<file path="config.mk">
export PLATFORM = sky130hd
export DESIGN_NAME = cla_pipelined_addsub
export DESIGN_NICKNAME = d
export VERILOG_FILES = /design/src/rtl/cla_pipelined_addsub.sv
export SDC_FILE = /design/constraint.sdc
export NUM_CORES = 1
export LEC_CHECK = 0
export ABC_CLOCK_PERIOD_IN_PS = 9650
export CORE_MARGIN = 4
export CORE_UTILIZATION = 55
export CTS_CLUSTER_DIAMETER = 30
export DETAILED_ROUTE_END_ITERATION = 8
export PLACE_DENSITY = 0.95
export SLEW_MARGIN = 20
export SYNTH_ARGS = -nofsm -noshare
export SYNTH_HDL_FRONTEND = slang
export SYNTH_SLANG_ARGS = --single-unit
export TNS_END_PERCENT = 5
</file>
<file path="constraint.sdc">
create_clock -name clk -period 9.65 [get_ports clk]
set_input_delay 2.4125 -clock clk [delete_from_list [all_inputs] [get_ports clk]]
set_output_delay 2.4125 -clock clk [all_outputs]
set_load 0.01 [all_outputs]
</file>
<file path="src/rtl/cla_pipelined_addsub.sv">
// Pipelined carry-lookahead adder/subtractor with valid/ready handshake and status flags.
// Optional signed saturation is built only when CLA_PIPE_SAT_EN is defined.
module cla_pipelined_addsub #(
    parameter int unsigned WIDTH  = 32,
    parameter int unsigned STAGES = 2
) (
    input  logic             clk,
    input  logic             rst,
    input  logic             in_valid,
    output logic             in_ready,
    input  logic [WIDTH-1:0] num1,
    input  logic [WIDTH-1:0] num2,
    input  logic             c_in,
    input  logic             sub,
    input  logic             sat,
    output logic             out_valid,
    input  logic             out_ready,
    output logic [WIDTH-1:0] ans,
    output logic             c_out,
    output logic             ovf,
    output logic             zero,
    output logic             neg
);
    localparam int unsigned SEG  = WIDTH / STAGES;
    localparam int unsigned NG   = SEG / 4;
    localparam int unsigned MW   = (NG > 4) ? NG : 4;
    localparam int unsigned PD   = (STAGES > 1) ? STAGES - 1 : 1;
    localparam int unsigned LAST = STAGES - 1;

    typedef struct packed {
        logic [SEG-1:0] s;
        logic           co;
        logic           cm;
    } seg_res_t;

    // Flat sum-of-products carry into position n from c0 and per-position p/g.
    function automatic logic la_carry(input logic [MW-1:0] p, input logic [MW-1:0] g,
                                      input logic c0, input int unsigned n);
        logic c, term;
        c = c0;
        for (int unsigned j = 0; j < MW; j++) if (j < n) c = c & p[j];
        for (int unsigned i = 0; i < MW; i++) begin
            if (i < n) begin
                term = g[i];
                for (int unsigned j = 0; j < MW; j++) if (j > i && j < n) term = term & p[j];
                c = c | term;
            end
        end
        return c;
    endfunction

    function automatic seg_res_t seg_add(input logic [SEG-1:0] a, input logic [SEG-1:0] b,
                                         input logic c0);
        logic [SEG-1:0] p, g, cb;
        logic [MW-1:0]  gp, gg, bp, bg;
        logic [NG:0]    gc;
        seg_res_t       res;
        p  = a ^ b;
        g  = a & b;
        gp = '0;
        gg = '0;
        for (int unsigned j = 0; j < NG; j++) begin
            bp      = '0;
            bg      = '0;
            bp[3:0] = p[4*j +: 4];
            bg[3:0] = g[4*j +: 4];
            gp[j]   = &bp[3:0];
            gg[j]   = la_carry(bp, bg, 1'b0, 4);
        end
        for (int unsigned j = 0; j <= NG; j++) gc[j] = la_carry(gp, gg, c0, j);
        for (int unsigned j = 0; j < NG; j++) begin
            bp      = '0;
            bg      = '0;
            bp[3:0] = p[4*j +: 4];
            bg[3:0] = g[4*j +: 4];
            for (int unsigned i = 0; i < 4; i++) cb[4*j+i] = la_carry(bp, bg, gc[j], i);
        end
        res.s  = p ^ cb;
        res.co = gc[NG];
        res.cm = cb[SEG-1];
        return res;
    endfunction

    logic [WIDTH-1:0] a_q [PD];
    logic [WIDTH-1:0] b_q [PD];
    logic [WIDTH-1:0] r_q [PD];
    logic             c_q [PD];
    logic             v_q [PD];

    logic [WIDTH-1:0] st_a [STAGES];
    logic [WIDTH-1:0] st_b [STAGES];
    logic [WIDTH-1:0] st_r [STAGES];
    logic             st_c [STAGES];
    logic             st_v [STAGES];
    logic [WIDTH-1:0] nx_r [STAGES];
    seg_res_t         st_sr [STAGES];

    logic [WIDTH-1:0] ans_n;
    logic             co_n, ovf_n, stall;

`ifdef CLA_PIPE_SAT_EN
    logic sat_q [PD];
    logic st_sat [STAGES];
`else
    logic unused_sat;
    assign unused_sat = sat;
`endif

    assign stall    = out_valid & ~out_ready;
    assign in_ready = ~stall;

    // Stage inputs: stage 0 from the ports, later stages from the previous stage register.
    always_comb begin
        st_a[0] = num1;
        st_b[0] = sub ? ~num2 : num2;
        st_c[0] = sub ? 1'b1 : c_in;
        st_r[0] = '0;
        st_v[0] = in_valid;
`ifdef CLA_PIPE_SAT_EN
        st_sat[0] = sat;
`endif
        for (int unsigned k = 1; k < STAGES; k++) begin
            st_a[k] = a_q[k-1];
            st_b[k] = b_q[k-1];
            st_c[k] = c_q[k-1];
            st_r[k] = r_q[k-1];
            st_v[k] = v_q[k-1];
`ifdef CLA_PIPE_SAT_EN
            st_sat[k] = sat_q[k-1];
`endif
        end
    end

    always_comb begin
        for (int unsigned k = 0; k < STAGES; k++) begin
            st_sr[k] = seg_add(st_a[k][k*SEG +: SEG], st_b[k][k*SEG +: SEG], st_c[k]);
            nx_r[k]  = st_r[k];
            nx_r[k][k*SEG +: SEG] = st_sr[k].s;
        end
    end

    always_comb begin
        co_n  = st_sr[LAST].co;
        ovf_n = st_sr[LAST].cm ^ co_n;
        ans_n = nx_r[LAST];
`ifdef CLA_PIPE_SAT_EN
        // Overflow implies equal effective signs, so A's sign picks the clamp rail.
        if (st_sat[LAST] && ovf_n) begin
            ans_n = st_a[LAST][WIDTH-1] ? {1'b1, {(WIDTH-1){1'b0}}} : {1'b0, {(WIDTH-1){1'b1}}};
        end
`endif
    end

    always_ff @(posedge clk or posedge rst) begin
        if (rst) begin
            for (int unsigned k = 0; k < PD; k++) begin
                a_q[k] <= '0;
                b_q[k] <= '0;
                r_q[k] <= '0;
                c_q[k] <= 1'b0;
                v_q[k] <= 1'b0;
`ifdef CLA_PIPE_SAT_EN
                sat_q[k] <= 1'b0;
`endif
            end
            out_valid <= 1'b0;
            ans       <= '0;
            c_out     <= 1'b0;
            ovf       <= 1'b0;
            zero      <= 1'b0;
            neg       <= 1'b0;
        end else if (!stall) begin
            for (int unsigned k = 0; k < STAGES - 1; k++) begin
                a_q[k] <= st_a[k];
                b_q[k] <= st_b[k];
                r_q[k] <= nx_r[k];
                c_q[k] <= st_sr[k].co;
                v_q[k] <= st_v[k];
`ifdef CLA_PIPE_SAT_EN
                sat_q[k] <= st_sat[k];
`endif
            end
            out_valid <= st_v[LAST];
            ans       <= ans_n;
            c_out     <= co_n;
            ovf       <= ovf_n;
            zero      <= (ans_n == '0);
            neg       <= ans_n[WIDTH-1];
        end
    end
endmodule

</file>
==> results of run 1 <==
## critical path, cell delays in order
cell and delay, ps:
clkdlybuf4s50_1 440, nor2b_4 110, buf_4 680, inv_2 70, clkdlybuf4s50_1 510
## sequential cells by signal (all words and copies together), names as in the netlist
| register | flops |
|---|---|
| out_valid | 1 |
| v_q | 1 |
| ovf | 1 |
| zero | 1 |
| b_q | 16 |
| c_q | 1 |
| neg | 1 |
| a_q | 16 |
| r_q | 16 |
| c_out | 1 |
| ans | 31 |
## through the flow
step | instance area (um^2) | hold WS (ps) | utilization [%]
after detailed placement | 6100 | 452 | 69.6
after CTS | 6330 | 468 | 72.3
final | 6340 | 466 | 72.3
after global routing | 6340 | 480 | 72.3
after global placement | 6100 | 443 | 69.6
after floorplan | 4990 | 430 | -
## cells in the mapped netlist (2+ instances only)
master / count
dfrtp_1: 86
buf_1: 4
nor2b_1: 3
a21oi_1: 25
fa_1: 8
a211o_1: 2
a21o_1: 14
nor3_1: 7
inv_1: 16
clkbuf_8: 2
xor2_1: 28
o21ai_1: 2
ha_1: 40
and4_1: 3
buf_2: 3
o22ai_1: 2
o31ai_1: 6
nand2_1: 146
o21a_1: 14
nand3_1: 3
nand2b_1: 3
nor2_1: 26
xnor2_1: 21
nand4_1: 3
nor4_1: 6
o21ai_0: 31
or2_2: 3
o211ai_1: 2
clkbuf_1: 14
## report_power, final
part	internal (mW)	switching (mW)	leakage, nW
registers	0.461	0.0726	1.02
logic	0.275	0.267	1.86
clock network	0.155	0.134	0.113
## area by class of cell
| cell class | count | area share (%) |
|---|---|---|
| Timing Repair Buffer | 110 | 17.2 |
| Multi-Input combinational cell | 415 | 42.0 |
| Tap cell | 108 | 2.13 |
| Clock buffer | 10 | 2.17 |
| Sequential cell | 86 | 34.0 |
| Clock inverter | 6 | 1.48 |
| Inverter | 17 | 1.03 |
## logic make-up after synthesis
logic type / after synthesis
buf+inv: 41
fa+ha+maj: 48
simple gates: 209
compound gates: 109
flops: 86
xor+xnor: 49
## how the worst max path moves through the flow
stage	start	endpoint	slack (ps)	cells past startpoint
after floorplan	out_ready	in_ready	3970	5
after global placement	out_ready	in_ready	2990	5
after detailed placement	out_ready	in_ready	3000	5
after CTS	out_ready	in_ready	2990	5
after global routing	out_ready	in_ready	2830	5
final	out_ready	in_ready	2990	5
## cells in the final DEF (no fill, tap or decap), types with 14 or more instances in the layout
| master | netlist | final |
|---|---|---|
| nand2_1 | 146 | 146 |
| clkdlybuf4s50_1 | 0 | 106 |
| dfrtp_1 | 86 | 86 |
| ha_1 | 40 | 40 |
| o21ai_0 | 31 | 31 |
| xor2_1 | 28 | 28 |
| nor2_1 | 26 | 26 |
| a21oi_1 | 25 | 25 |
| xnor2_1 | 21 | 21 |
| inv_1 | 16 | 15 |
| o21a_1 | 14 | 14 |
| a21o_1 | 14 | 14 |
## per-layer routing
metal / routed length (um) / GRT usage (%) / share of wire (%)
met5: 0 / 0 / 0
met4: 253 / 8.67 / 2.2
met3: 595 / 2.68 / 5.2
met2: 6150 / 40.9 / 53
met1: 4540 / 27.0 / 39
==> flow_summary.ini, run 1 <==
[clock_tree]
ctsRootBufferMaster = clkbuf_8
clk_pin_slew_worst_paths_ps = 90
cts.htree.levels = 3
clock_path_buffers = 2
cts_inserted_buffers = 9
ctsResizeCount = 0
hold_buffers = 0
cts_tree = done
clk_latency_ps = 350
numClockSinks = 86
post_cts_buffers = 0

[synthesis]
synthMuxAreaShare_pct = 0
synthDominantCellAreaShare_pct = 43.1
synth_area_um2 = 4990
synth_flop_cell = dfrtp_1
synth-edff-count = 0
synth_top_family_by_area = simple AND/OR/NAND/NOR gates
yosysSeqAreaShare_pct = 43.1
synth.area.top_cells = dfrtp_1 (43%), nand2_1 (11%), ha_1 (10%)
yosys.area_share.simple_pct = 17.6
synth-async-reset-ratio_pct = 100
synth-xor-area-share_pct = 8.60
synth_fp_nets = 661
synth_fa_ha_area_share_pct = 13.2
synth_top_area_cell = dfrtp_1
synth_compound_area_share_pct = 13.8
avgSynthCellArea_um2 = 9.20
ys_ff_latch = 86
netlist_instances = 542
ys_warn_count = 0
synth_cell_types = 48

[sta]
max_clock_freq_ghz = 0.150
relSlewSlack_pct = 35.6
maxSlewViolCount = 0
fin_setup_tns_ps = 0
min_period_ps = 6660
skew_ps = 11.1
finalHoldViolCount = 0
rsz0062_at_grt = no
setup_viol = 0
tightest_slew_ps = 966
fin_crit_sh_pct = 69.0
finalWorstSetupSlack_ps = 2990

[place]
dp_hpwl_um = 8680
detailedPlace.worstSlack_ps = 3000
gp_congestion = 0.878
placed_cells = 736
port-buffer-count = 107

[floorplanning]
rows = 34
die_h_um = 103
io_pins = 109
start_util_pct = 56.9
die_area_um2 = 10700
die_width_um = 103
core_um2 = 8760

[power_and_ir_drop]
total_power_mw = 1.36
leakage_nw = 2.99
power_density_nw_per_um2 = 215
ir_worst_vdd_uv = 106

[global_routing]
grtUsageTotal_pct = 22.4
grt_pass1_vias = 4246
overflow = 0
grt_max_degree = 99
grt_first_pass_wirelength_um = 18900
antenna_found_initial = 0

[worst_setup_path]
cp-start-kind = primary input
crit_required_ps = 7240
r2r_end = zero$_DFFE_PP0N_
worstReg2RegStart = a_q[18]$_DFFE_PP0N_
worstSetupEndpointType = output port
crit_fanout = 98
r2r_slack_ps = 6030
reg2reg_depth = 12
criticalPathCategory = in -> out
cp.arrival_ps = 4240

[cells_and_area]
area.sequential_um2 = 2150
layout.nets = 758
drive_above_1_share_pct = 4.81
instances_no_fill = 752
fill_cells = 612
n_antenna_cell = 0
multi_input_area_um2 = 2660
area_growth_pct = 27.1

[detailed_routing]
wl_um = 11500
vias_per_cell = 5.50
antenna_left = 0
drt-pass1-iter-count = 5
drtIter0Drc = 177
routedWlPerCell_um = 15.3
drc = 0
num_vias = 4138

[worst_hold_path]
hold_class = reg -> reg
worstHoldEndpoint = out_valid$_DFFE_PP0N_
hold_start = v_q$_DFFE_PP0N_
holdPathStages = 1

[flow_run]
cap_violations = 0

[outcome]
outcome = finished, final reports clean
No activity file was read; power rests on OpenSTA's default activity.
==> inputs of run 2 (changes only) <==
- ABC_CLOCK_PERIOD_IN_PS: 9650 -> 5400
- CORE_UTILIZATION: 55 -> 46
- PLACE_DENSITY: 0.95 -> 0.87
- clock period: 9.65 -> 5.4 ns (I/O delays scaled with it)
==> run 2 against run 1 <==
Net effect:
- final cell count rose by 3.9%
- register-to-register slack got worse by 4300 ps
- setup slack got worse by 1700 ps
- die area rose by 18%
- critical path type is now in -> reg
- largest power group unchanged
- critical path depth rose by 9
- global-route usage fell by 3.9 points
- clock power rose by 49%
- combinational power rose by 79%
==> flow_summary.ini, run 2 (synthesized netlist as in run 1, its figures left out) <==
[outcome]
outcome = finished, final reports clean

[detailed_routing]
routedWlPerCell_um = 14.8
drtIter0Drc = 171
vias_per_cell = 5.23
drc = 0
drt-pass1-iter-count = 6
num_vias = 4083
antenna_left = 0
wl_um = 11500

[global_routing]
grt_max_degree = 98
overflow = 0
grt_pass1_vias = 4148
grt_first_pass_wirelength_um = 19300
grtUsageTotal_pct = 18.5
grtUsageMet2_pct = 32.8
busiest_layer = met2
grt_use_met3_pct = 2.91
antenna_found_initial = 0
grt_use_met1_pct = 23.8

[sta]
skew_ps = 13.2
fin_crit_sh_pct = 76.8
tightest_slew_ps = 859
finalHoldViolCount = 0
fin_setup_tns_ps = 0
min_period_ps = 4140
setup_viol = 0
rsz0062_at_grt = no
maxSlewViolCount = 0
relSlewSlack_pct = 42.7
max_clock_freq_ghz = 0.241

[clock_tree]
ctsRootBufferMaster = clkbuf_8
clock_path_buffers = 2
cts.htree.levels = 3
clk_pin_slew_worst_paths_ps = 90
clk_latency_ps = 340
hold_buffers = 0
post_cts_buffers = 0
cts_inserted_buffers = 9
cts_tree = done
numClockSinks = 86
ctsResizeCount = 0

[worst_hold_path]
hold_class = reg -> reg

[cells_and_area]
finalInstanceArea_um2 = 6330
area_growth_pct = 27.0
most-common-layout-cells = nand2_1 (146), clkdlybuf4s50_1 (106), dfrtp_1 (86)
layout.nets = 759
drive_above_1_share_pct = 4.96
area.sequential_um2 = 2150
layout.cells.most_common = nand2_1
instances_no_fill = 781
largest_reg_flops = 31
fill_cells = 931
multi_input_area_um2 = 2660
n_antenna_cell = 0
regMostFlops = ans

[place]
place_area_um2 = 6150
port-buffer-count = 107
placed_cells = 765
gp_congestion = 0.889
dp_hpwl_um = 8840

[floorplanning]
die_h_um = 112
die_width_um = 112
io_pins = 109
rows = 37
start_util_pct = 47.7
die_area_um2 = 12600
core_um2 = 10500

[worst_setup_path]
crit_fanout = 4
critPathMaxStageDelay_ps = 470
cp.arrival_ps = 4340
criticalPathCategory = in -> reg
worstSetupEndpointType = register
slowest_stage = clkdlybuf4s50_1
cp_cell_sequence = clkdlybuf4s50_1 -> xor2_1 -> ha_1 -> a21o_1 -> a21o_1 -> a221o_1 -> o21ai_1 -> nand2_1 -> ha_1 -> o21a_1 -> o21a_1 -> nor2_1 -> xor2_1 -> o21ai_0
cp-start-kind = primary input
crit_required_ps = 5600

[power_and_ir_drop]
ir_worst_vdd_uv = 207
leakage_nw = 2.97
power_density_nw_per_um2 = 371

[flow_run]
cap_violations = 0
## run 2: changes by cell type in the layout (fill, tap and decap cells not counted), sizes merged
cell / delta
inv: +3
bufinv: -2
clkinv: -2
buf: +1
clkinvlp: +1
## run 2: final cells by class
cell class	count	share of cell area, %
clock buffers	10	2.17
clock inverters	6	0.790
inverters	17	1.05
multi-input cells	415	42.0
flip-flops and latches	86	34.0
well taps	136	2.69
repair buffers	111	17.3
## run 2: worst max-delay path, delay by kind of cell
kind                       cells  cell delay [ps]
AOI/OAI and AO/OA              7             1470
xor gates and xnor gates       2              320
adders and majority gates      2              500
buffers and inverters          1              470
and+or+nand+nor                2              240
## run 2: through the flow
step | power, mW | hold WS (ps) | utilization, % | setup slack (ps)
6_report | 2.35 | 477 | 60.5 | 1260
5_1_grt | 2.52 | 499 | 60.5 | 1120
4_1_cts | 2.37 | 479 | 60.5 | 1320
3_5_place_dp | 1.94 | 458 | 58.7 | 952
3_3_place_gp | 1.89 | 440 | 58.7 | 1040
2_1_floorplan | 1.50 | 430 | - | 1190
## run 2: per-layer routing
metal / wire (um) / up-vias / part of all wire (%)
met5: 0 / - / 0
met4: 165 / 0 / 1.4
met3: 583 / 15 / 5.1
met2: 5810 / 98 / 50
met1: 4980 / 1960 / 43
li1: - / 2010 / -
## run 2: power by group
group          switching (mW)  internal (mW)
sequential              0.128          0.825
clock                   0.245          0.186
combinational           0.478          0.491
## run 2: final timing paths
| check | start | endpoint | slack [ps] | depth (start not counted) |
|---|---|---|---|---|
| hold reg to reg | ans[26]$_DFFE_PP0N_ | ans[26]$_DFFE_PP0N_ | 480 | 2 |
| min in group asynchronous | rst | b_q[28]$_DFFE_PP0N_ | 1450 | 2 |
| setup reg to reg | a_q[18]$_DFFE_PP0N_ | zero$_DFFE_PP0N_ | 1770 | 12 |
| max in group asynchronous | rst | ans[21]$_DFFE_PP0N_ | 3090 | 3 |
| hold / removal | ans[26]$_DFFE_PP0N_ | ans[26]$_DFFE_PP0N_ | 480 | 2 |
| setup / recovery | num2[5] | r_q[15]$_DFFE_PP0N_ | 1260 | 14 |
==> variant 1 (config.mk and constraints of run 2) <==
Add a define of `CLA_PIPE_SAT_EN`.
--- a/src/rtl/cla_pipelined_addsub.sv
+++ b/src/rtl/cla_pipelined_addsub.sv
@@ -1,5 +1,7 @@
 // Pipelined carry-lookahead adder/subtractor with valid/ready handshake and status flags.
 // Optional signed saturation is built only when CLA_PIPE_SAT_EN is defined.
+`define CLA_PIPE_SAT_EN
+
 module cla_pipelined_addsub #(
     parameter int unsigned WIDTH  = 32,
     parameter int unsigned STAGES = 2
Function: changed (Yosys sat finds a counterexample within 4 cycles, from zero or initial values and one cycle with rst high).
==> variant 1 against run 2 <==
Via count up 4.7%; combinational power up 21%; total power up 19%; first-iteration DRC count up 54%; setup slack worse by 330 ps; sequential power up 4.5%; cell area up 5.0%; sequential cell count up 1; non-clock buffer count up 3; global-route usage up 1.6 points; wire length up 12%; area after synthesis up 3.7%; maximum frequency down 7.3%.
==> variant 1: results (changes against run 2) <==
status=finished clean; Fin Clk Skew=5.33 ps (-7.90 ps); Port Buf Inserts=108 (+0.93%); synthesized instance count=548 (+1.1%); worst slack at placement=624 ps (-328 ps); placed cell area=6340 um2 (+3.2%); first-pass GRT wire length=20900 um (+8.4%); GRT Util Overall=0.201 (+0.0159); NumNets Final=762 (+0.40%); Routed wire per std cell=16.4 um (+11%); slew of the pin with the lowest slew margin=801 ps (-58.5 ps); vias in the first global route=4402 (+6.1%); ranking of synthesized cells by area=dfrtp_1 42%, ha_1 9.7%, nand2_1 7.4%, xor2_1 4.9%, xnor2_1 3.7%; Root Buffer=clkbuf_16; placed cells=772 (+0.92%); Static Leak=2.97 nW (about the same); CTS clk-pin slew, worst paths=60 ps (-30 ps); Skew-Pair Late Insertion Delay=340 ps (about the same); routability cong.=0.824 (-7.3%); via count=4274 (+4.7%); share of cells above drive strength 1=0.0525 (+0.00286); net count after synthesis=667 (+0.91%); VDD IR max=0.211 mV (+1.9%); crit path launch=num2[4]; synth unique cells=46 (-4.2%); drt pass-1 iters=5 (-1); final wirelength=12900 um (+12%); Hold Path Origin=v_q; Seq/Total Area, Yosys=0.421 (-0.0106); critical path's slowest cell=a221oi_1; HPWL after detailed placement=9820 um (+11%)
variant 1: cells by family (layout without fill, tap and decap cells):
group,count (synthesis),after routing,synth area share
and+or+nand+nor,192,192,0.164
AOI/OAI and AO/OA,120,120,0.159
xor gates and xnor gates,51,51,0.0863
buffers and inverters,50,150,0.0418
DFF,87,87,0.421
adders and majority gates,48,48,0.128
variant 1: metal layers:
metal	routed length (um)	GRT usage	up-vias
li1	-	-	2070
met1	5500	0.251	2050
met2	6380	0.342	133
met3	724	0.0455	21
met4	280	0.0728	0
met5	0	0	-
variant 1: final cells by class:
type                            count  area, um2  share of cell area
Multi-Input combinational cell    411       2790               0.420
Sequential cell                    87       2180               0.327
Timing Repair Buffer              114       1120               0.169
Clock buffer                       10        239              0.0359
Tap cell                          140        175              0.0263
Inverter                           20       76.3              0.0115
Clock inverter                      6       67.6              0.0102
variant 1: worst paths after layout:
path,end,slack (ps)
worst min-delay path,v_q,460
worst min register to register,v_q,460
min in group asynchronous,a_q[25],1450
worst max-delay path,r_q[15],930
worst max register to register,ans[17],1200
max in group asynchronous,r_q[5],2960
variant 1: power breakdown:
part           switching [mW]  total [mW]  internal [mW]
registers               0.144       0.995          0.851
logic                   0.586        1.17          0.587
clock network           0.260       0.634          0.373
total                   0.990        2.80           1.81
variant 1: worst max-delay path, delay by kind of cell:
family / cells / cell delay, ps
AO/OA/AOI/OAI: 8 / 1680
XOR/XNOR: 2 / 370
adder cells (fa/ha/maj): 2 / 510
buffers and inverters: 2 / 570
AND/OR/NAND/NOR: 2 / 190
==> variant 2 (config.mk and constraints of run 2) <==
Made on the original files. Put one more register stage on the output `ovf`, without a reset. The value now appears one clock later. The other outputs are not delayed to match.
--- a/src/rtl/cla_pipelined_addsub.sv
+++ b/src/rtl/cla_pipelined_addsub.sv
@@ -32,6 +32,8 @@
         logic           co;
         logic           cm;
     } seg_res_t;
+
+    logic ovf_s0;
 
     // Flat sum-of-products carry into position n from c0 and per-position p/g.
     function automatic logic la_carry(input logic [MW-1:0] p, input logic [MW-1:0] g,
@@ -166,7 +168,7 @@
             out_valid <= 1'b0;
             ans       <= '0;
             c_out     <= 1'b0;
-            ovf       <= 1'b0;
+            ovf_s0    <= 1'b0;
             zero      <= 1'b0;
             neg       <= 1'b0;
         end else if (!stall) begin
@@ -183,10 +185,14 @@
             out_valid <= st_v[LAST];
             ans       <= ans_n;
             c_out     <= co_n;
-            ovf       <= ovf_n;
+            ovf_s0    <= ovf_n;
             zero      <= (ans_n == '0);
             neg       <= ans_n[WIDTH-1];
         end
     end
+    always_ff @(posedge clk) begin
+        ovf <= ovf_s0;
+    end
+
 endmodule
 
Formal check against the unedited RTL: not equivalent (Yosys sat finds a counterexample within 4 cycles, from zero or initial values and one cycle with rst high).
==> variant 2 against run 2 <==
Area after synthesis is 0.40% higher; non-clock buffer count stayed put; synthesized cell count is 0.18% higher; sequential cell count is 1 higher; setup slack worse by 26 ps; global-route usage is 0.15 points higher; wire length is 0.64% higher; clock power is 2% lower; total power hardly changed; first-iteration DRC count is 12% higher; maximum frequency is 0.63% lower; cell area is 0.18% higher; largest cell class unchanged; highest routed layer unchanged.
==> variant 2: results (changes against run 2) <==
share of cells above drive strength 1=0.0495 (-0.0000768); fin cells=782 (+0.13%); Worst slew margin=0.369 (-0.0577); HPWL after detailed placement=8840 um (about the same); first-pass GRT wire length=19300 um (+0.22%); synthesized instance count=543 (+0.18%); Switching Power=850 uW (about the same); drt pass-1 iters=7 (+1); VDD IR max=0.192 mV (-7.5%); ranking of synthesized cells by area=dfrtp_1 43%, nand2_1 11%, ha_1 10%, xor2_1 4.9%, xnor2_1 3.7%; Seq/Total Area, Yosys=0.434 (+0.00227); synth unique cells=49 (+2.1%); Static Leak=2.98 nW (+0.29%); placed cells=766 (+0.13%); net count after synthesis=662 (+0.15%); hold depth=0 (-2); First DRT Iteration DRCs=191 (+12%); number of fill cells=913 (-1.9%); Fin Clk Skew=18.7 ps (+5.45 ps); Crit path arrival time=4370 ps (+30 ps); final wirelength=11600 um (+0.64%); clock power share=0.180 (-0.003); Seq group=964 uW (+1%); GRT Util Overall=0.186 (+0.00150); worst slack at placement=897 ps (-54.9 ps); NumNets Final=760 (+0.13%); status=finished clean
## variant 2: changes by cell type in the layout (fill, tap and decap cells not counted), sizes merged
cell / change
clkbuf: -1
clkinvlp: -1
dfxtp: +1
clkinv: +3
inv: -1
## variant 2: worst max path at each step
stage / start / to / slack [ps] / cells past startpoint
floorplan: sub / r_q[11] / 1190 / 15
global placement: num2[5] / r_q[15] / 1040 / 14
detailed placement: num2[5] / r_q[15] / 900 / 14
CTS: num2[5] / r_q[15] / 1270 / 14
global route: num2[5] / r_q[15] / 1110 / 14
finish: num2[5] / r_q[15] / 1230 / 14
## variant 2: cell families (layout without fill, tap and decap cells)
kind of cell	Yosys count	in the layout	share of synthesized area
and+or+nand+nor	209	209	0.175
AOI/OAI and AO/OA	109	109	0.137
DFF	87	87	0.434
xor gates and xnor gates	49	49	0.0857
adders and majority gates	48	48	0.132
buffers and inverters	41	144	0.0362
## variant 2: metrics by stage
step	instance area [um2]	power, mW	hold WS [ps]	utilization
2_1_floorplan	5010	1.51	347	-
3_3_place_gp	6170	1.90	360	0.589
3_5_place_dp	6170	1.95	372	0.589
4_1_cts	6350	2.37	393	0.607
6_report	6350	2.35	392	0.607
5_1_grt	6350	2.51	395	0.607
## variant 2: final cells by class
type | count | share of cell area
clock buffer | 9 | 0.0195
clock inverter | 7 | 0.00887
inverter | 17 | 0.0103
multi-input combinational | 415 | 0.420
sequential | 87 | 0.342
tap | 136 | 0.0268
timing repair buffer | 111 | 0.173
## variant 2: metal layers
metal	up-vias	routed length [um]	global-route usage
met5	-	0	0
met1	1961	5000	0.235
met2	94	5990	0.333
met4	0	152	0.0545
li1	2016	-	-
met3	14	464	0.0264
